$ cat src/rtl/axi_lite_pkg.sv
// Shared AXI4-Lite definitions for the stream writer: response codes,
// master FSM states and the FIFO level width helper.
package axi_lite_pkg;

   localparam logic [1:0] RESP_OKAY   = 2'b00;
   localparam logic [1:0] RESP_EXOKAY = 2'b01;
   localparam logic [1:0] RESP_SLVERR = 2'b10;
   localparam logic [1:0] RESP_DECERR = 2'b11;

   typedef enum logic [1:0] {
      IDLE,
      SEND,
      RESP
   } state_e;

   // Width needed to hold 0..depth inclusive (clog2(depth) + 1).
   function automatic int unsigned level_w(input int unsigned depth);
      int unsigned w;
      w = 0;
      for (int unsigned i = 0; i < 32; i++) begin
         if ((64'd1 << i) < 64'(depth)) w = i + 1;
      end
      return w + 1;
   endfunction

endpackage

$ cat src/rtl/sync_fifo.sv
// Synchronous FIFO with asynchronous reset; push is ignored when full,
// pop is ignored when empty.
module sync_fifo
   import axi_lite_pkg::*;
#(
   parameter int unsigned WIDTH = 64,
   parameter int unsigned DEPTH = 8
) (
   input  logic                      clk,
   input  logic                      reset,
   input  logic                      push,
   input  logic [WIDTH-1:0]          push_data,
   input  logic                      pop,
   output logic [WIDTH-1:0]          pop_data,
   output logic                      full,
   output logic                      empty,
   output logic [level_w(DEPTH)-1:0] level
);

   localparam int unsigned LVL_W = level_w(DEPTH);
   localparam int unsigned PTR_W = LVL_W - 1;

   logic [WIDTH-1:0] mem_q [DEPTH];
   logic [WIDTH-1:0] mem_d [DEPTH];
   logic [PTR_W-1:0] wr_ptr_q, wr_ptr_d;
   logic [PTR_W-1:0] rd_ptr_q, rd_ptr_d;
   logic [LVL_W-1:0] level_q, level_d;
   logic             do_push;
   logic             do_pop;

   assign full     = (level_q == LVL_W'(DEPTH));
   assign empty    = (level_q == '0);
   assign level    = level_q;
   assign pop_data = mem_q[rd_ptr_q];

   always_comb begin
      do_push  = push && !full;
      do_pop   = pop && !empty;
      mem_d    = mem_q;
      wr_ptr_d = wr_ptr_q;
      rd_ptr_d = rd_ptr_q;
      level_d  = level_q;
      if (do_push) begin
         mem_d[wr_ptr_q] = push_data;
         wr_ptr_d        = wr_ptr_q + PTR_W'(1);
      end
      if (do_pop) rd_ptr_d = rd_ptr_q + PTR_W'(1);
      case ({do_push, do_pop})
         2'b10:   level_d = level_q + LVL_W'(1);
         2'b01:   level_d = level_q - LVL_W'(1);
         default: level_d = level_q;
      endcase
   end

   always_ff @(posedge clk or posedge reset) begin
      if (reset) begin
         wr_ptr_q <= '0;
         rd_ptr_q <= '0;
         level_q  <= '0;
      end else begin
         wr_ptr_q <= wr_ptr_d;
         rd_ptr_q <= rd_ptr_d;
         level_q  <= level_d;
      end
   end

   // Storage needs no reset: only entries below level are ever read.
   always_ff @(posedge clk) begin
      mem_q <= mem_d;
   end

endmodule

$ cat src/rtl/axi_lite_stream_writer.sv
// AXI4-Lite write master: buffers stream words and writes each one to a
// circular address window, one outstanding transaction at a time.
module axi_lite_stream_writer
   import axi_lite_pkg::*;
#(
   parameter int unsigned           DATA_W       = 64,
   parameter int unsigned           ADDR_W       = 32,
   parameter int unsigned           FIFO_DEPTH   = 8,
   parameter logic [ADDR_W-1:0]     BASE_ADDR    = '0,
   parameter int unsigned           WINDOW_BYTES = 4096
) (
   input  logic                           clk,
   input  logic                           reset,
   input  logic [DATA_W-1:0]              in_data,
   input  logic                           in_valid,
   output logic                           in_ready,
   output logic [ADDR_W-1:0]              m_awaddr,
   output logic                           m_awvalid,
   input  logic                           m_awready,
   output logic [DATA_W-1:0]              m_wdata,
   output logic [DATA_W/8-1:0]            m_wstrb,
   output logic                           m_wvalid,
   input  logic                           m_wready,
   input  logic                           m_bvalid,
   input  logic [1:0]                     m_bresp,
   output logic                           m_bready,
   input  logic                           err_clear,
   output logic [level_w(FIFO_DEPTH)-1:0] fifo_level,
   output logic [31:0]                    wr_count,
   output logic [15:0]                    err_count,
   output logic [1:0]                     last_err_resp
);

   localparam logic [ADDR_W-1:0] ADDR_STEP = ADDR_W'(DATA_W / 8);
   localparam logic [ADDR_W-1:0] WRAP_ADDR = BASE_ADDR + ADDR_W'(WINDOW_BYTES);

   state_e            state_q, state_d;
   logic              awvalid_q, awvalid_d;
   logic              wvalid_q, wvalid_d;
   logic              bready_q, bready_d;
   logic [ADDR_W-1:0] awaddr_q, awaddr_d;
   logic [DATA_W-1:0] wdata_q, wdata_d;
   logic [ADDR_W-1:0] next_addr_q, next_addr_d;
   logic [31:0]       wr_count_q, wr_count_d;
   logic [15:0]       err_count_q, err_count_d;
   logic [1:0]        last_err_q, last_err_d;
   logic [ADDR_W-1:0] addr_step;

   logic              fifo_full;
   logic              fifo_empty;
   logic              fifo_push;
   logic              fifo_pop;
   logic [DATA_W-1:0] fifo_data;

   assign in_ready  = !fifo_full;
   assign fifo_push = in_valid && !fifo_full;

   sync_fifo #(
      .WIDTH (DATA_W),
      .DEPTH (FIFO_DEPTH)
   ) u_fifo (
      .clk       (clk),
      .reset     (reset),
      .push      (fifo_push),
      .push_data (in_data),
      .pop       (fifo_pop),
      .pop_data  (fifo_data),
      .full      (fifo_full),
      .empty     (fifo_empty),
      .level     (fifo_level)
   );

   always_comb begin
      state_d     = state_q;
      awvalid_d   = awvalid_q;
      wvalid_d    = wvalid_q;
      bready_d    = bready_q;
      awaddr_d    = awaddr_q;
      wdata_d     = wdata_q;
      next_addr_d = next_addr_q;
      wr_count_d  = wr_count_q;
      err_count_d = err_count_q;
      last_err_d  = last_err_q;
      fifo_pop    = 1'b0;
      addr_step   = next_addr_q + ADDR_STEP;

      case (state_q)
         IDLE: begin
            if (!fifo_empty) begin
               fifo_pop  = 1'b1;
               wdata_d   = fifo_data;
               awaddr_d  = next_addr_q;
               awvalid_d = 1'b1;
               wvalid_d  = 1'b1;
               state_d   = SEND;
            end
         end
         SEND: begin
            if (m_awready) awvalid_d = 1'b0;
            if (m_wready)  wvalid_d  = 1'b0;
            // Both channels done, whether now or on an earlier edge.
            if (!awvalid_d && !wvalid_d) begin
               bready_d = 1'b1;
               state_d  = RESP;
            end
         end
         RESP: begin
            if (m_bvalid) begin
               bready_d    = 1'b0;
               state_d     = IDLE;
               wr_count_d  = wr_count_q + 32'd1;
               next_addr_d = (addr_step == WRAP_ADDR) ? BASE_ADDR : addr_step;
               if (m_bresp != RESP_OKAY) begin
                  if (err_count_q != '1) err_count_d = err_count_q + 16'd1;
                  last_err_d = m_bresp;
               end
            end
         end
         default: state_d = IDLE;
      endcase

      if (err_clear) begin
         err_count_d = '0;
         last_err_d  = '0;
      end
   end

   always_ff @(posedge clk or posedge reset) begin
      if (reset) begin
         state_q     <= IDLE;
         awvalid_q   <= 1'b0;
         wvalid_q    <= 1'b0;
         bready_q    <= 1'b0;
         awaddr_q    <= BASE_ADDR;
         wdata_q     <= '0;
         next_addr_q <= BASE_ADDR;
         wr_count_q  <= '0;
         err_count_q <= '0;
         last_err_q  <= '0;
      end else begin
         state_q     <= state_d;
         awvalid_q   <= awvalid_d;
         wvalid_q    <= wvalid_d;
         bready_q    <= bready_d;
         awaddr_q    <= awaddr_d;
         wdata_q     <= wdata_d;
         next_addr_q <= next_addr_d;
         wr_count_q  <= wr_count_d;
         err_count_q <= err_count_d;
         last_err_q  <= last_err_d;
      end
   end

   assign m_awaddr      = awaddr_q;
   assign m_awvalid     = awvalid_q;
   assign m_wdata       = wdata_q;
   assign m_wstrb       = '1;
   assign m_wvalid      = wvalid_q;
   assign m_bready      = bready_q;
   assign wr_count      = wr_count_q;
   assign err_count     = err_count_q;
   assign last_err_resp = last_err_q;

endmodule

$ cat config.mk
export PLATFORM = sky130hd
export DESIGN_NAME = axi_lite_stream_writer
export DESIGN_NICKNAME = d
export VERILOG_FILES = /design/src/rtl/axi_lite_pkg.sv /design/src/rtl/sync_fifo.sv /design/src/rtl/axi_lite_stream_writer.sv
export SDC_FILE = /design/constraint.sdc
export NUM_CORES = 1
export LEC_CHECK = 0
export ABC_CLOCK_PERIOD_IN_PS = 8400
export CORE_MARGIN = 1.5
export CORE_UTILIZATION = 63
export DETAILED_ROUTE_END_ITERATION = 6
export DONT_BUFFER_PORTS = 1
export GPL_ROUTABILITY_DRIVEN = 0
export HOLD_SLACK_MARGIN = 0.05
export PLACE_DENSITY = 0.9
export SYNTH_ARGS = -nofsm -noshare
export SYNTH_HDL_FRONTEND = slang
export SYNTH_SLANG_ARGS = --single-unit
$ cat constraint.sdc
create_clock -name clk -period 8.4 [get_ports clk]
set_clock_uncertainty 0.2 [all_clocks]
set_input_delay 1.68 -clock clk [delete_from_list [all_inputs] [get_ports clk]]
set_output_delay 1.68 -clock clk [all_outputs]
set_load 0.01 [all_outputs]
==> results of run 1 <==
worst max-delay path, stage by stage (launching register included):
cell	delay [ns]
sky130_fd_sc_hd__dfrtp_1	0.49
sky130_fd_sc_hd__nor4_1	0.51
sky130_fd_sc_hd__or3_4	0.61
sky130_fd_sc_hd__inv_1	0.64
sky130_fd_sc_hd__ha_1	0.47
sky130_fd_sc_hd__ha_1	0.29
sky130_fd_sc_hd__a21o_1	0.18
sky130_fd_sc_hd__a21oi_1	0.17
sky130_fd_sc_hd__xnor2_1	0.14
sky130_fd_sc_hd__nor2_1	0.07
sky130_fd_sc_hd__xor2_1	0.15
sequential cells by signal, indices dropped and copies added (netlist names):
signal	cells
u_fifo.wr_ptr_q	3
u_fifo.level	4
m_awvalid	1
u_fifo.mem_q	512
m_awaddr	29
state_q	2
m_bready	1
m_wdata	64
err_count	16
next_addr_q	29
u_fifo.rd_ptr_q	3
last_err_resp	2
wr_count	32
m_wvalid	1
worst max path at each step:
stage / startpoint / to / slack, ns / cells after the start
after floorplan: in_valid / u_fifo.mem_q[192] / 1.36 / 2
after global placement: u_fifo.level[0] / u_fifo.level[3] / 4.32 / 10
after detailed placement: in_valid / u_fifo.mem_q[170] / 4.24 / 3
after CTS: u_fifo.level[0] / u_fifo.level[3] / 4.27 / 10
after global routing: u_fifo.level[0] / u_fifo.level[3] / 4.08 / 10
final: u_fifo.level[0] / u_fifo.level[3] / 4.33 / 10
area by class of cell:
cell class / instances / share of cell area (%)
Tap cell: 585 / 2.42
Clock buffer: 105 / 6.55
Clock inverter: 22 / 0.798
Inverter: 12 / 0.174
Timing Repair Buffer: 14 / 0.347
Multi-Input combinational cell: 792 / 23.4
Sequential cell: 699 / 66.3
report_power, final:
group	internal, W	switching [W]	total [W]
Combinational	0.000984	0.00123	0.00221
Sequential	0.00435	0.000616	0.00497
Clock	0.00174	0.00129	0.00303
through the flow:
step                      hold slack [ns]  power, W
after CTS                           0.338    0.0103
after global placement              0.323   0.00704
after floorplan                     0.293   0.00654
final                               0.337    0.0102
after detailed placement            0.329   0.00719
after global routing                0.350    0.0106
layout by cell type (no fill, tap or decap), drive strengths merged, types with 24 or more instances in the layout:
cell type	Yosys	layout
mux4	128	128
nand4	24	24
edfxtp	512	512
dfrtp	187	187
xor2	37	37
mux2i	69	69
clkbuf	35	105
o21ai	74	74
nand3	38	38
xnor2	52	52
nor2	42	42
nand2	199	199
routing by layer:
metal	track usage [%]	vias up	part of all wire (%)
met5	0	-	0
met4	9.36	0	3.0
met3	8.77	141	9.8
met2	46.5	728	51
met1	33.4	7450	36
li1	-	6035	-
cells by family (layout without fill, tap and decap cells):
logic type / after synthesis / after routing
simple gates: 385 / 385
flops: 699 / 699
compound gates: 100 / 100
fa+ha+maj: 9 / 9
other cells: 2 / 11
buf+inv: 107 / 153
mux: 198 / 198
xor+xnor: 89 / 89
==> results.txt, run 1 <==
Across the VDD grid, the largest voltage drop is 0.000303 V. Measured against the total synthesized area, the mux share comes to 13.0%. Summing all multi-input logic gate instances after layout gives 0.00709 mm2. The worst path needs 4.07 ns of the cycle, external delays included. The top-level I/O count is 235. The number of global-route vias before repair came out at 14800.

The die footprint is 0.0450 mm2. The sum of negative setup slack is 0 ns. Along the worst hold path, the cell count comes to 1. The buffer depth of the longest clock path came out at 3.

Across every metal layer, demand over resource in global routing totals 27.4%. The count of filler cells inserted in the layout is 2584. The adder-cell share of the synthesized area came out at 0.436%. The depth of the most critical reg-to-reg path came out at 10. The arrival time at the worst endpoint came out at 4.34 ns. The via count of the routed design came out at 14400. The post-synthesis sequential element count is 699. At the worst endpoint, the required time is 8.66 ns. STA classifies the critical path endpoint as a flop.

In this run, synthesis inferred 512 flip-flops with an integrated enable. The run finished with clean final reports. Dividing the detail-routed wire length by the instance count gives 27.0 um. The worst register-to-register path begins at u_fifo.level[0].

The count of standard-cell rows is 76. The share of the synthesized area in compound gates (AO/OA/AOI/OAI) is 2.12%. The number of synthesis warnings came out at 0. The hold-fix buffer count after cts came out at 0. After the first detailed-routing iteration, the DRC count stood at 1398. In this run, placement finished with an instance count of 2102. Setup violations remaining at the end of the flow were counted as 0.

The max-cap check violation count is 0. The proportion of register bits with asynchronous set or reset after synthesis came out at 26.8%. The initial core utilization came out at 63.9%. After synthesis, the netlist uses 63 different library cells. TritonCTS built the clock tree. The share of the synthesized area in the top cell type is 55.8%. The transition time at the pin with the least slew margin came out at 1.26 ns.

Yosys attributes the largest share of cell area to sky130_fd_sc_hd__edfxtp_1 56%, sky130_fd_sc_hd__dfrtp_1 17%, sky130_fd_sc_hd__mux4_2 10%. Of the cells placed in the final design, the portion with a size suffix greater than 1 is 16.8%. The worst hold path begins at wr_count[31].

The final layout contains 1670 nets. The average instance area after synthesis came out at 17.3 um2. At the end of the flow the core is filled with cells to 70.1%.

The path with the worst hold slack has its endpoint at wr_count[31]. The number of hold-slack violations in the final timing report came out at 0. The number of levels the H-tree was split into came out at 3. The synthesized netlist devotes 6.96% of its cell area to simple gates. The max-slew violation count is 0. The xor/xnor cell area share of the yosys netlist is 2.83%.

The core outline area is 0.0432 mm2. sky130_fd_sc_hd__edfxtp_1 takes more of the synthesized area than any other cell. The power density over the cells came out at 337 mW/mm2.

The reg2reg setup slack came out at 4.33 ns. Timing would allow up to 246 MHz. The total non-filler cell area in the finished layout came out at 0.0303 mm2. The first-pass iteration count of the detailed router came out at 6.

The commonest cells after synthesis are 512 x sky130_fd_sc_hd__edfxtp_1, 199 x sky130_fd_sc_hd__nand2_1, 187 x sky130_fd_sc_hd__dfrtp_1, 128 x sky130_fd_sc_hd__mux4_2, 74 x sky130_fd_sc_hd__o21ai_0. The instance area after placement is 0.0280 mm2. Setup repair after global routing left no endpoint under its margin. The buffers inserted during post-CTS setup optimization is 0.

The die extent in x is 212 um. By area, the combinational part of the netlist is dominated by multiplexers. The count of port buffers added during placement came out at 0. The critical path is of the reg2reg type. The number of sinks handled by clock tree synthesis came out at 699.

The antenna diode count came out at 0. The number of buffers added by the clock tree synthesis step came out at 69. For this run, the register share of the synthesized area comes to 72.7%.

Clock-pin slew was measured on the worst setup and hold paths at 0.05 ns. Timing analysis after detailed placement gives a worst setup slack of 4.24 ns. The final cell count without fillers is 2229. Among all cell types in the netlist, the one instantiated most often is sky130_fd_sc_hd__edfxtp_1. The maximum fanout along the worst path is 58. The pin count of the biggest net entering global routing came out at 113.

For this run, the leading register cell type out of synthesis is sky130_fd_sc_hd__edfxtp_1. The clock reaches the later pin of the worst-skew pair after 0.61 ns. The cell sitting at the root of the clock tree is a sky130_fd_sc_hd__clkbuf_16. Once routing completed, OpenROAD measured the worst setup slack at 4.33 ns. The post-synth design cell area came out at 0.0276 mm2. The cell count after synthesis came out at 1589. The worst pin sits at a relative slew slack of 16.0%.

The tightest min-delay check is of the reg2reg type. The post-cts repair resize count came out at 0. The detail route stage leaves a number of antenna-violating nets equal to 0. The wire length of the first global-routing pass came out at 90000 um. The analysis attributes to cell leakage a power of 10.9 nW. Once detailed placement completed, the half-perimeter wirelength came to 32500 um. The number of antenna violations at the first check in global routing came out at 0. The y dimension of the die is 212 um.

STA classifies the critical path startpoint as a flop. In the finished design, the share of the clock period the worst path needs comes to 48.5%. The routed wire length came out at 60100 um.

The global-route congestion overflow total came out at 0. The remaining design rule violation count came out at 0. From synthesis to final layout, the design area changed by 9.82%. Across the whole layout, storage elements account for 0.0201 mm2. The post-detailed-route via-to-cell ratio is 6.44. In this run the critical register-to-register path is captured at u_fifo.level[3].
Power figures use the tool's default switching activity.
==> run 2: changes to the inputs <==
--- a/config.mk
+++ b/config.mk
@@ -5,7 +5,7 @@
 export SDC_FILE = /design/constraint.sdc
 export NUM_CORES = 1
 export LEC_CHECK = 0
-export ABC_CLOCK_PERIOD_IN_PS = 8400
+export ABC_CLOCK_PERIOD_IN_PS = 3750
 export CORE_MARGIN = 1.5
 export CORE_UTILIZATION = 63
 export DETAILED_ROUTE_END_ITERATION = 6
==> constraint.sdc (replaced) <==
create_clock -name clk -period 3.75 [get_ports clk]
set_clock_uncertainty 0.2 [all_clocks]
set_input_delay 0.75 -clock clk [delete_from_list [all_inputs] [get_ports clk]]
set_output_delay 0.75 -clock clk [all_outputs]
set_load 0.01 [all_outputs]
==> results.txt, run 2 (synthesis results as in run 1) <==
The flow ran to the end, and the final reports show no timing, DRC or antenna violations. The power density over the cells came out at 738 mW/mm2 (+120%). The number of antenna violations at the first check in global routing is 6 (+6). The number of hold-slack violations in the final timing report came out at 0 (unchanged). The max-slew violation count came to 0 (unchanged). The max-cap check violation count is 0 (unchanged).

The clock latency reported for the late side of the worst-skew pair is 0.61 ns (about the same). The minimum setup slack in the final design is 0.764 ns (-3.56 ns). The wire length of the first global-routing pass is 90000 um (about the same). The post-cts repair resize count came out at 0 (unchanged). Grouping stages by cell kind, the critical path spends the most delay in simple AND/OR/NAND/NOR gates. The area of the multi-input gates is 0.00712 mm2 (+0.35%). The die footprint is 0.0450 mm2 (unchanged).

From synthesis to final layout, the design area changed by 13.6%. The worst min-delay path class is in2reg. The final net count is 1751 (+4.9%). The wire length on met1 is 21900 um (+1.7%).

The routed wire length came out at 59100 um (-1.7%). The number of global-route vias before repair came out at 15300 (+3.4%). The detailed route wirelength on metal3 came to 5100 um (-13%). The maximum fanout along the worst path came out at 7 (-88%).

The critical path is of the reg2reg type. The post-DP HPWL came out at 31300 um (-3.7%). The required time of the critical path was 4.03 ns (-4.63 ns). The die extent in x came out at 212 um (unchanged). The sum of buffers and inverters on the critical path is 0 (-1).

The post-layout minimum cycle time is 2.99 ns (-1.09 ns). The first-pass iteration count of the detailed router came out at 5 (-1). The post-detailed-route via-to-cell ratio came out at 6.31 (-2.1%). The number of flip-flops under the largest register name is 512 (unchanged). The post-route fraction of the period consumed by the critical path is 79.6% (+31 points).

The number of design-rule violations left by the first detailed-router iteration came to 1458 (+4.3%). TritonCTS built the clock tree. The number of buffers added by the clock tree synthesis step was 68 (-1.4%).

The arrival time at the worst endpoint is 3.26 ns (-1.08 ns). The share of final-layout standard cells stronger than drive strength 1 is 16.8% (+0.053 points). The final number of setup-violating endpoints is 0 (unchanged). The routed length per placed instance came out at 25.6 um (-5.1%). The library cell used most frequently in the layout, excluding fill and tap cells, is sky130_fd_sc_hd__edfxtp_1. STA classifies the critical path endpoint as a flop. The worst slack after detailed placement came to 0.753 ns (-3.49 ns). The count of standard-cell rows is 76 (unchanged). The depth of the most critical reg-to-reg path is 10 (unchanged). The hold-critical path depth came out at 2 (+1). In this run the top signal layer used is met5. The cell sitting at the root of the clock tree is a sky130_fd_sc_hd__clkbuf_16. The number of sinks handled by clock tree synthesis was 699 (unchanged).

The count of port buffers added during placement was 0 (unchanged). The number of levels the H-tree was split into is 3 (unchanged). The longest individual stage delay on the worst path came out at 0.48 ns (-0.16 ns). The post-route antenna net violation count is 0 (unchanged).

The initial core utilization is 63.9% (unchanged). The count of filler cells inserted in the layout is 2492 (-3.6%). The transition time at the pin with the least slew margin is 0.884 ns (-0.376 ns). The signal on the critical path passes through nor3_1 > nand2_1 > nand2_1 > ha_1 > ha_1 > a21o_1 > a21oi_1 > xnor2_1 > nor2_1 > xor2_1. The global router's overall resource usage is 27.1% (-0.33 points).

The core outline area was 0.0432 mm2 (unchanged). The global-route congestion overflow total is 0 (unchanged). The remaining design rule violation count is 0 (unchanged).

The buffer depth of the longest clock path came out at 3 (unchanged). For this design, the slowest cell found on the critical path is sky130_fd_sc_hd__nand2_1. The highest clock frequency the design can meet was 335 MHz (+36%).

The pin count of the biggest net entering global routing is 165 (+46%). The detailed route wirelength on metal2 came out at 30700 um (-0.87%). Setup repair after global routing left no endpoint under its margin.

The flip-flop and latch area is 0.0201 mm2 (unchanged). The headroom to the max-slew limit came out at 41.1% (+25 points). The top-level I/O count came out at 235 (unchanged).

The cell count along the critical path was 10 (unchanged). The via count of the routed design is 14600 (+1.5%). The y dimension of the die came to 212 um (unchanged). The most flop-heavy register is u_fifo.mem_q.

The reported leakage power is 11.4 nW (+3.9%). In the layout the commonest cells are 512 x sky130_fd_sc_hd__edfxtp_1, 199 x sky130_fd_sc_hd__nand2_1, 184 x sky130_fd_sc_hd__dfrtp_1. The smallest hold slack came out at 0.108 ns (-0.229 ns).

The clock slew seen by the registers of the worst setup and hold paths came out at 0.06 ns (about the same). The worst setup path is launched from a flop. The peak supply drop is 0.000727 V (+140%).
run 2: cell types whose count changed in the layout (fill, tap and decap cells not counted), moves of 5 or more:
cell | previous run | this run
sky130_fd_sc_hd__clkbuf_1 | 26 | 15
sky130_fd_sc_hd__dlygate4sd3_1 | 0 | 69
sky130_fd_sc_hd__buf_12 | 0 | 18
sky130_fd_sc_hd__buf_4 | 14 | 9
sky130_fd_sc_hd__clkinv_1 | 7 | 13
run 2: what timing repair did:
item | in CTS | in global routing
hold buffers | 69 | 0
hold endpoints to repair | 536 | 0
setup buffers | 0 | 0
endpoints found under the setup margin | 0 | 0
run 2: final cells by class:
class | instances | area share (%)
Clock buffer | 91 | 6.04
Timing Repair Buffer | 96 | 3.57
Tap cell | 585 | 2.34
Antenna cell | 3 | 0.0240
Sequential cell | 699 | 64.1
Clock inverter | 32 | 1.05
Multi-Input combinational cell | 792 | 22.7
Inverter | 12 | 0.156
run 2: layer usage:
metal | track usage (%) | up-vias
li1 | - | 6199
met2 | 46.9 | 712
met4 | 8.00 | 6
met5 | 0 | -
met3 | 7.21 | 120
met1 | 33.7 | 7529
run 2: where the power goes:
part	total, W	switching, W	internal, W
Clock	0.00675	0.00289	0.00386
Combinational	0.00547	0.00305	0.00242
Sequential	0.0109	0.00117	0.00973
run 2: worst paths after layout:
kind | end | from | slack (ns)
worst max register to register | u_fifo.level[3] | u_fifo.level[0] | 0.76
worst min register to register | next_addr_q[29] | next_addr_q[29] | 0.34
min in group asynchronous | u_fifo.wr_ptr_q[1] | reset | 0.57
max in group asynchronous | u_fifo.rd_ptr_q[1] | reset | 2.02
worst max-delay path | u_fifo.level[3] | u_fifo.level[0] | 0.76
worst min-delay path | last_err_resp[1] | m_bresp[1] | 0.11
run 2: per-stage QoR:
| step | instances | total power, W | util [%] | TNS, ns | instance area [um2] |
|---|---|---|---|---|---|
| floorplan | 1598 | 0.0146 | - | -165.61 | 27600 |
| global placement | 2115 | 0.0160 | 65.8 | 0 | 28400 |
| detailed placement | 2115 | 0.0163 | 65.8 | 0 | 28400 |
| CTS | 2307 | 0.0233 | 72.5 | 0 | 31300 |
| global route | 2308 | 0.0241 | 72.5 | 0 | 31300 |
| finish | 2310 | 0.0231 | 72.5 | 0 | 31300 |
